### config.mk
export PLATFORM = sky130hd
export DESIGN_NAME = stream_rr_burst_arbiter
export DESIGN_NICKNAME = d
export VERILOG_FILES = /design/src/rtl/stream_rr_burst_arbiter.sv
export SDC_FILE = /design/constraint.sdc
export NUM_CORES = 1
export LEC_CHECK = 0
export CORE_MARGIN = 3
export CORE_UTILIZATION = 48
export DETAILED_ROUTE_END_ITERATION = 6
export PLACE_DENSITY_LB_ADDON = 0.08
export SYNTH_ARGS = -nofsm -noshare
export SYNTH_HDL_FRONTEND = slang
export SYNTH_SLANG_ARGS = --single-unit
### constraint.sdc
create_clock -name clk_i -period 2.5 [get_ports clk_i]
set_clock_uncertainty 0.05 [all_clocks]
set_input_delay 0.25 -clock clk_i [delete_from_list [all_inputs] [get_ports clk_i]]
set_output_delay 0.25 -clock clk_i [all_outputs]
set_load 0.05 [all_outputs]
### src/rtl/stream_rr_burst_arbiter.sv
// Round-robin valid/ready arbiter granting up to MaxBurst consecutive beats per requester.
// Define STREAM_RR_ARB_LOCK_EN to lock the selection while the sink stalls in IDLE.
module stream_rr_burst_arbiter #(
    parameter int  NumIn    = 4,
    parameter int  MaxBurst = 4,
    parameter type type_t   = logic,
    localparam int IdxWidth = $clog2(NumIn)
) (
    input  logic                clk_i,
    input  logic                rst_i,
    input  logic                flush_i,
    input  type_t               data_i [NumIn],
    input  logic [NumIn-1:0]    valid_i,
    output logic [NumIn-1:0]    ready_o,
    output type_t               data_o,
    output logic                valid_o,
    input  logic                ready_i,
    output logic [IdxWidth-1:0] grant_idx_o,
    output logic                burst_o
);
    localparam int CntWidth = $clog2(MaxBurst + 1);
    localparam logic [IdxWidth-1:0] LastIdx  = IdxWidth'(NumIn - 1);
    localparam logic [IdxWidth:0]   NumInExt = (IdxWidth + 1)'(NumIn);
    localparam logic [CntWidth-1:0] MaxCnt   = CntWidth'(MaxBurst);

    typedef enum logic {
        IDLE,
        BURST
    } state_e;

    state_e              state_q, state_d;
    logic [IdxWidth-1:0] rr_ptr_q, rr_ptr_d;
    logic [IdxWidth-1:0] cur_q, cur_d;
    logic [CntWidth-1:0] cnt_q, cnt_d;
    logic [CntWidth-1:0] cnt_inc;

    logic [IdxWidth-1:0] cand_idx [NumIn];
    logic [IdxWidth-1:0] sel;
    logic [IdxWidth-1:0] grant_idx;
    logic                fire;

    function automatic logic [IdxWidth-1:0] next_idx(input logic [IdxWidth-1:0] idx);
        return (idx == LastIdx) ? '0 : idx + 1'b1;
    endfunction

    // cand_idx[i] is the i-th requester in round-robin order starting at rr_ptr
    genvar gi;
    generate
        for (gi = 0; gi < NumIn; gi++) begin : g_scan
            logic [IdxWidth:0] sum;
            assign sum          = {1'b0, rr_ptr_q} + (IdxWidth + 1)'(gi);
            assign cand_idx[gi] = (sum >= NumInExt) ? IdxWidth'(sum - NumInExt) : IdxWidth'(sum);
        end
    endgenerate

    // Scan from the back so the earliest candidate in rotation order wins
    always_comb begin
        sel = rr_ptr_q;
        for (int i = NumIn - 1; i >= 0; i--) begin
            if (valid_i[cand_idx[i]]) begin
                sel = cand_idx[i];
            end
        end
    end

    assign grant_idx   = (state_q == BURST) ? cur_q : sel;
    assign valid_o     = ((state_q == BURST) ? valid_i[cur_q] : (|valid_i)) && !flush_i && !rst_i;
    assign fire        = valid_o && ready_i;
    assign data_o      = data_i[grant_idx];
    assign grant_idx_o = rst_i ? '0 : grant_idx;
    assign burst_o     = (state_q == BURST) && !rst_i;
    assign cnt_inc     = cnt_q + 1'b1;

    generate
        for (gi = 0; gi < NumIn; gi++) begin : g_ready
            assign ready_o[gi] = fire && (grant_idx == IdxWidth'(gi));
        end
    endgenerate

    always_comb begin
        state_d  = state_q;
        rr_ptr_d = rr_ptr_q;
        cur_d    = cur_q;
        cnt_d    = cnt_q;
        case (state_q)
            IDLE: begin
                if (fire) begin
                    if (MaxBurst == 1) begin
                        rr_ptr_d = next_idx(sel);
                    end else begin
                        cur_d   = sel;
                        cnt_d   = CntWidth'(1);
                        state_d = BURST;
                    end
                end
`ifdef STREAM_RR_ARB_LOCK_EN
                else if (valid_o && !ready_i) begin
                    cur_d   = sel;
                    cnt_d   = '0;
                    state_d = BURST;
                end
`endif
            end
            BURST: begin
                // A dropped valid or an exhausted beat budget both hand priority on
                if (!valid_i[cur_q] || (fire && (cnt_inc == MaxCnt))) begin
                    rr_ptr_d = next_idx(cur_q);
                    cnt_d    = '0;
                    state_d  = IDLE;
                end else if (fire) begin
                    cnt_d = cnt_inc;
                end
            end
            default: state_d = IDLE;
        endcase
        if (flush_i) begin
            state_d  = IDLE;
            cnt_d    = '0;
            rr_ptr_d = rr_ptr_q;
            cur_d    = cur_q;
        end
    end

    always_ff @(posedge clk_i) begin
        if (rst_i) begin
            state_q  <= IDLE;
            rr_ptr_q <= '0;
            cur_q    <= '0;
            cnt_q    <= '0;
        end else begin
            state_q  <= state_d;
            rr_ptr_q <= rr_ptr_d;
            cur_q    <= cur_d;
            cnt_q    <= cnt_d;
        end
    end
endmodule

==> flow_summary_export.csv, run 1 <==
group,metric,value,unit
status,run_status,"finished clean",
timing,fin_hold_ws,0.421,ns
cells_and_area,nets,125,
placement,gp_congestion,0.871,
critical_path,crit_required,2.20,ns
critical_path,end_kind,"primary output",
clocking,worstSkewPairLatency,0.25,ns
clocking,post-cts-setup-buffers,0,
routing,wirelength,1970,um
global_routing,grt_max_degree,14,
hold_path,hold_depth,1,
logic_synthesis,synth_top_family_by_area,"compound AO/OA/AOI/OAI gates",
job,maxCapViolations,0,
power,seqPwrFrac,36.4,%
power,power.net_switching,0.123,mW
floorplanning,dieArea,1890,um^2
placement,port_buffers,20,
power,netSwitchingFraction,32.6,%
timing,grt_setup_unrepaired,"yes",
critical_path,arrival,2.13,ns
logic_synthesis,synthAdderAreaFrac,5.56,%
hold_path,worstHoldEndpoint,"cnt_q[2]$_SDFFE_PP0P_",
critical_path,path_max_fanout,6,
global_routing,gr-usage-met1,25.0,%
logic_synthesis,syn_avg_cell_area,7.95,um^2
critical_path,crit_path_start_kind,"input port",
cells_and_area,drive_gt1_share,20.4,%
logic_synthesis,syn_area,676,um^2
floorplanning,die_h,43.5,um
logic_synthesis,synth_seq_cells,8,
critical_path,rr_worst_depth,5,
power,power_frac_clock,24.9,%
floorplanning,placementRows,12,
logic_synthesis,synth_top_area_share,23.7,%
routing,viasPerCell,6.26,
power,p_leak,0.412,nW
routing,firstDrtPassIters,4,
critical_path,critical_path_class,"in -> out",
global_routing,grt-ovfl-total,0,
clocking,root_buffer,"clkbuf_4",
clocking,cts_max_level,1,
cells_and_area,instances_no_fill,122,
logic_synthesis,synth_warnings,0,
logic_synthesis,seq_area_frac_synth,23.7,%
cells_and_area,synthToLayoutAreaGrowth,50.7,%
cells_and_area,multi_input_area,510,um^2
clocking,cts_sinks,8,
logic_synthesis,synth-simple-area-share,26.3,%
cells_and_area,num-fill-cells,72,
hold_path,hp-class,"reg -> reg",
hold_path,hp-start,"cnt_q[2]$_SDFFE_PP0P_",
power,power.internal,0.254,mW
global_routing,grt_pass1_wl,3180,um
timing,hold_viol,0,
power,power_density,370,nW/um^2
logic_synthesis,async_flop_share,0,%
logic_synthesis,synth-main-ff-cell,"dfxtp_1",
floorplanning,design.core.area,1220,um^2
timing,fin_tns_setup,0,ns
power,finalPower,0.377,mW
logic_synthesis,synth_edf_count,0,
timing,finalMaxSlewViolations,0,
cells_and_area,antennaDiodeCount,0,
global_routing,use_met2,39.5,%
logic_synthesis,synth_compound_area_share,27.6,%
timing,worstMarginPinSlew,0.500,ns
logic_synthesis,synthMuxAreaShare,12.2,%
logic_synthesis,synthCells,85,
timing,setup_viol,0,
timing,relSlewSlack,66.6,%
placement,dp_hpwl,1550,um
critical_path,rr_endpoint,"rr_ptr_q[0]$_SDFFE_PP0P_",
global_routing,gr-usage-met3,4.15,%
placement,dp.cells,119,
logic_synthesis,syn-num-nets,100,
power,power_frac_comb,38.7,%
clocking,clkTransAtPathRegs,0.05,ns
clocking,holdBufCountCts,0,
cells_and_area,regArea,160,um^2
logic_synthesis,ys_top_cells_by_area,"dfxtp_1 (24%), mux2i_1 (8.9%), nor2_1 (7.8%)",
critical_path,r2r_start,"cur_q[1]$_SDFFE_PP0P_",
timing,post-route-period-util,97.1,%
global_routing,grt_pass1_vias,724,
routing,drc,0,
critical_path,rrSetupSlack,0.60,ns
floorplanning,io_pins,21,
floorplanning,dieWidth,43.5,um
clocking,cts_resized,0,
clocking,cts_made_buffers,3,
floorplanning,start_util,55.6,%
routing,drt_iter0_drc,38,
logic_synthesis,synth_cell_types,33,
global_routing,grt.busiest_layer,"met2",
global_routing,antenna_found_initial,0,
routing,ant_nets,0,
cells_and_area,postLayoutCoreUtil,83.7,%
global_routing,track_usage,22.4,%
routing,vias,764,
routing,wl_per_cell,16.1,um
clocking,clk_path_buf_depth,2,
clocking,cts_tree,"yes",
power,max-vdd-ir-drop,0.000330,V
timing,layout_min_cycle_time,2.43,ns
timing,fmax,412,MHz
logic_synthesis,synth_area_leader_cell,"dfxtp_1",
logic_synthesis,synth_xor_area_share,0,%
==> cell type report <==
class | count | area share, %
multi-input cells | 69 | 50.1
repair buffers | 22 | 28.0
flip-flops and latches | 8 | 15.7
clock buffers | 3 | 2.21
inverters | 6 | 2.21
well taps | 14 | 1.72
==> synth_stat cells, drive strengths merged (2+ instances only) <==
master and instances:
or3 2, a22o 2, nor3 4, nand2 5, ha 3, mux2i 6
a21oi 8, nor2 14, nand2b 2, dfxtp 8, inv 6, nor2b 5
==> worst max path at each step <==
stage               cells after the start  slack [ns]                      from    endpoint
global placement                        7        0.12                valid_i[1]      data_o
finish                                  7        0.07                valid_i[2]      data_o
detailed placement                      7        0.05                valid_i[1]      data_o
global route                            7       -0.02                valid_i[1]      data_o
CTS                                     7        0.04                valid_i[1]      data_o
floorplan                               5        0.10  rr_ptr_q[1]$_SDFFE_PP0P_  ready_o[0]
==> worst max-delay path, stage by stage <==
cell and delay [ns]:
clkdlybuf4s50_1 0.60, nor2b_1 0.22, nor2_1 0.11, a311oi_2 0.40
mux2i_1 0.15, mux2i_2 0.23, buf_12 0.17
==> power groups by stage <==
stage               combinational (mW)  sequential, mW  clock, mW
detailed placement               0.140           0.139          0
finish                           0.146           0.137     0.0939
floorplan                       0.0798           0.136          0
global placement                 0.136           0.139          0
global route                     0.154           0.137      0.102
CTS                              0.140           0.137     0.0978
==> metal layers <==
layer / up-vias / routed length [um]
li1: 362 / -
met1: 341 / 743
met2: 43 / 1010
met3: 18 / 130
met4: 0 / 87
met5: - / 0
==> cell families after synthesis <==
kind of cell | count (synthesis)
AND/OR/NAND/NOR | 36
buffers and inverters | 8
AO/OA/AOI/OAI | 23
adder cells (fa/ha/maj) | 3
multiplexers | 7
flip-flops | 8
==> layout by cell type, fill, tap and decap left out, types with 3 or more instances in the layout <==
cell type        netlist  routed
a21oi_1                8       8
buf_12                 0       7
buf_4                  0       3
clkbuf_4               0       3
clkdlybuf4s50_1        0      11
dfxtp_1                8       8
ha_1                   3       3
inv_1                  6       6
mux2i_1                6       5
nand2_1                5       5
nor2_1                14      14
nor2b_1                5       5
==> stage by stage <==
stage | worst slack [ns] | area [um^2]
finish | 0.0717 | 1020
floorplan | 0.104 | 681
global route | -0.0231 | 1020
CTS | 0.0351 | 995
global placement | 0.122 | 972
detailed placement | 0.0529 | 972
==> flip-flops by register name (all words and copies together), names as in the netlist <==
signal	cells
state_q	1
cur_q	2
cnt_q	3
rr_ptr_q	2
Power figures use the tool's default switching activity.
==> run 2: changes to the inputs <==
==> constraint.sdc (replaced) <==
create_clock -name clk_i -period 2.9 [get_ports clk_i]
set_clock_uncertainty 0.05 [all_clocks]
set_input_delay 0.29 -clock clk_i [delete_from_list [all_inputs] [get_ports clk_i]]
set_output_delay 0.29 -clock clk_i [all_outputs]
set_load 0.05 [all_outputs]
==> run 2 against run 1 <==
Compared with the run above:
- setup slack gained 0.21 ns
- critical path depth did not move
- non-clock buffer count fell by 1
- sequential cell count did not move
- register-to-register slack improved by 0.36 ns
- via count is 1.4% lower
- hold slack gained 0.027 ns
- utilization shrank 3.0 points
- total power is 13% lower
- critical path type unchanged
- critical endpoint is now ready_o[1]
- largest cell class unchanged
- largest power group unchanged
==> flow_summary_export.csv, run 2 (synthesis results as in run 1) <==
group,metric,value,unit
timing,timing.final.ws_setup,0.279,ns
hold_path,hold_depth,1,
routing,firstDrtPassIters,4,
floorplanning,die_h,43.5,um
cells_and_area,most-common-layout-cells,"nor2_1 (14), clkdlybuf4s50_1 (12), a21oi_1 (8), dfxtp_1 (8), buf_12 (7)",
timing,worstMarginPinSlew,0.521,ns
critical_path,critical_path_class,"in -> out",
routing,viasPerCell,6.22,
timing,finalMaxSlewViolations,0,
routing,drt_iter0_drc,21,
critical_path,end_kind,"primary output",
cells_and_area,layout_commonest_cell,"nor2_1",
global_routing,grt_max_degree,14,
floorplanning,io_pins,21,
cells_and_area,drive_gt1_share,15.9,%
clocking,cts_resized,0,
clocking,cts_sinks,8,
routing,drc,0,
status,run_status,"finished clean",
critical_path,path_max_fanout,6,
hold_path,hp-class,"reg -> reg",
critical_path,crit_required,2.56,ns
timing,relSlewSlack,65.2,%
routing,vias,753,
timing,fin_tns_setup,0,ns
clocking,clk_path_buf_depth,2,
cells_and_area,final_area,982,um^2
clocking,post-cts-setup-buffers,0,
cells_and_area,synthToLayoutAreaGrowth,45.4,%
clocking,clkTransAtPathRegs,0.06,ns
clocking,worstSkewPairLatency,0.26,ns
floorplanning,design.core.area,1220,um^2
clocking,cts_max_level,1,
placement,dp.cells,118,
critical_path,crit_path_start_kind,"input port",
global_routing,track_usage,23.7,%
timing,hold_viol,0,
clocking,cts_tree,"yes",
power,p_leak,0.382,nW
placement,port_buffers,20,
job,maxCapViolations,0,
cells_and_area,regMostFlops,"cnt_q",
power,max-vdd-ir-drop,0.000221,V
timing,setup_viol,0,
global_routing,grt_pass1_wl,3310,um
global_routing,grt-ovfl-total,0,
timing,layout_min_cycle_time,2.62,ns
floorplanning,placementRows,12,
hold_path,hp-start,"cnt_q[2]$_SDFFE_PP0P_",
placement,post-place-ws,0.302,ns
global_routing,antenna_found_initial,0,
cells_and_area,reg.largest.list,"cnt_q: 3 flops, cur_q: 2 flops, rr_ptr_q: 2 flops",
timing,fmax,382,MHz
placement,dp_hpwl,1550,um
clocking,cts_made_buffers,3,
cells_and_area,num-fill-cells,85,
timing,fin_hold_ws,0.448,ns
placement,gp_congestion,0.894,
cells_and_area,nets,124,
critical_path,rrSetupSlack,0.96,ns
timing,post-route-period-util,90.4,%
timing,grt_setup_unrepaired,"no",
floorplanning,dieWidth,43.5,um
power,finalPower,0.328,mW
floorplanning,start_util,55.6,%
hold_path,worstHoldEndpoint,"cnt_q[2]$_SDFFE_PP0P_",
cells_and_area,instances_no_fill,121,
clocking,root_buffer,"clkbuf_4",
routing,wl_per_cell,16.5,um
critical_path,rr_worst_depth,4,
critical_path,r2r_start,"cur_q[1]$_SDFFE_PP0P_",
placement,dpl-instance-area,960,um^2
critical_path,arrival,2.28,ns
floorplanning,dieArea,1890,um^2
critical_path,rr_endpoint,"cnt_q[1]$_SDFFE_PP0P_",
cells_and_area,postLayoutCoreUtil,80.8,%
clocking,holdBufCountCts,0,
routing,wirelength,2000,um
global_routing,grt_pass1_vias,723,
cells_and_area,antennaDiodeCount,0,
power,power_density,334,nW/um^2
routing,ant_nets,0,
cells_and_area,largest_reg_flops,3,
-- run 2: where the power goes --
part / internal [mW] / switching, mW
registers: 0.113 / 0.00522
logic: 0.0558 / 0.0644
clock network: 0.0476 / 0.0421
total: 0.216 / 0.112
-- run 2: area by class of cell --
cell class / count / area [um^2] / area share (%)
inverters: 6 / 22.5 / 2.29
clock buffers: 3 / 22.5 / 2.29
well taps: 14 / 17.5 / 1.78
flip-flops and latches: 8 / 160 / 16.3
multi-input cells: 69 / 484 / 49.3
repair buffers: 21 / 275 / 28.0
-- run 2: routing by layer --
layer  global-route usage, %  vias up  share of wire, %
met2                    41.6       44                51
li1                        -      357                 -
met1                    26.0      350                39
met3                    9.54        2               9.1
met4                    7.23        0              0.45
met5                       0        -                 0
-- run 2: worst max-delay path by stage --
| stage | start | end | slack [ns] |
|---|---|---|---|
| after floorplan | rr_ptr_q[0]$_SDFFE_PP0P_ | ready_o[1] | 0.32 |
| after global placement | valid_i[1] | ready_o[1] | 0.38 |
| after detailed placement | valid_i[1] | ready_o[1] | 0.30 |
| after CTS | valid_i[1] | ready_o[1] | 0.28 |
| after global routing | valid_i[1] | ready_o[1] | 0.13 |
| final | valid_i[1] | ready_o[1] | 0.28 |
-- run 2: critical path: stages --
cell and delay [ns]:
clkdlybuf4s50_1 0.52, inv_1 0.11, a221oi_1 0.28, a21oi_1 0.12
o31ai_4 0.36, nor3b_1 0.40, buf_12 0.19
==> run 3: changes to the inputs <==
--- a/config.mk
+++ b/config.mk
@@ -5,6 +5,7 @@
 export SDC_FILE = /design/constraint.sdc
 export NUM_CORES = 1
 export LEC_CHECK = 0
+export ABC_CLOCK_PERIOD_IN_PS = 2900
 export CORE_MARGIN = 3
 export CORE_UTILIZATION = 48
 export DETAILED_ROUTE_END_ITERATION = 6
==> results of run 3 <==
Final layout, timing and power as in run 2 (identical DEF).
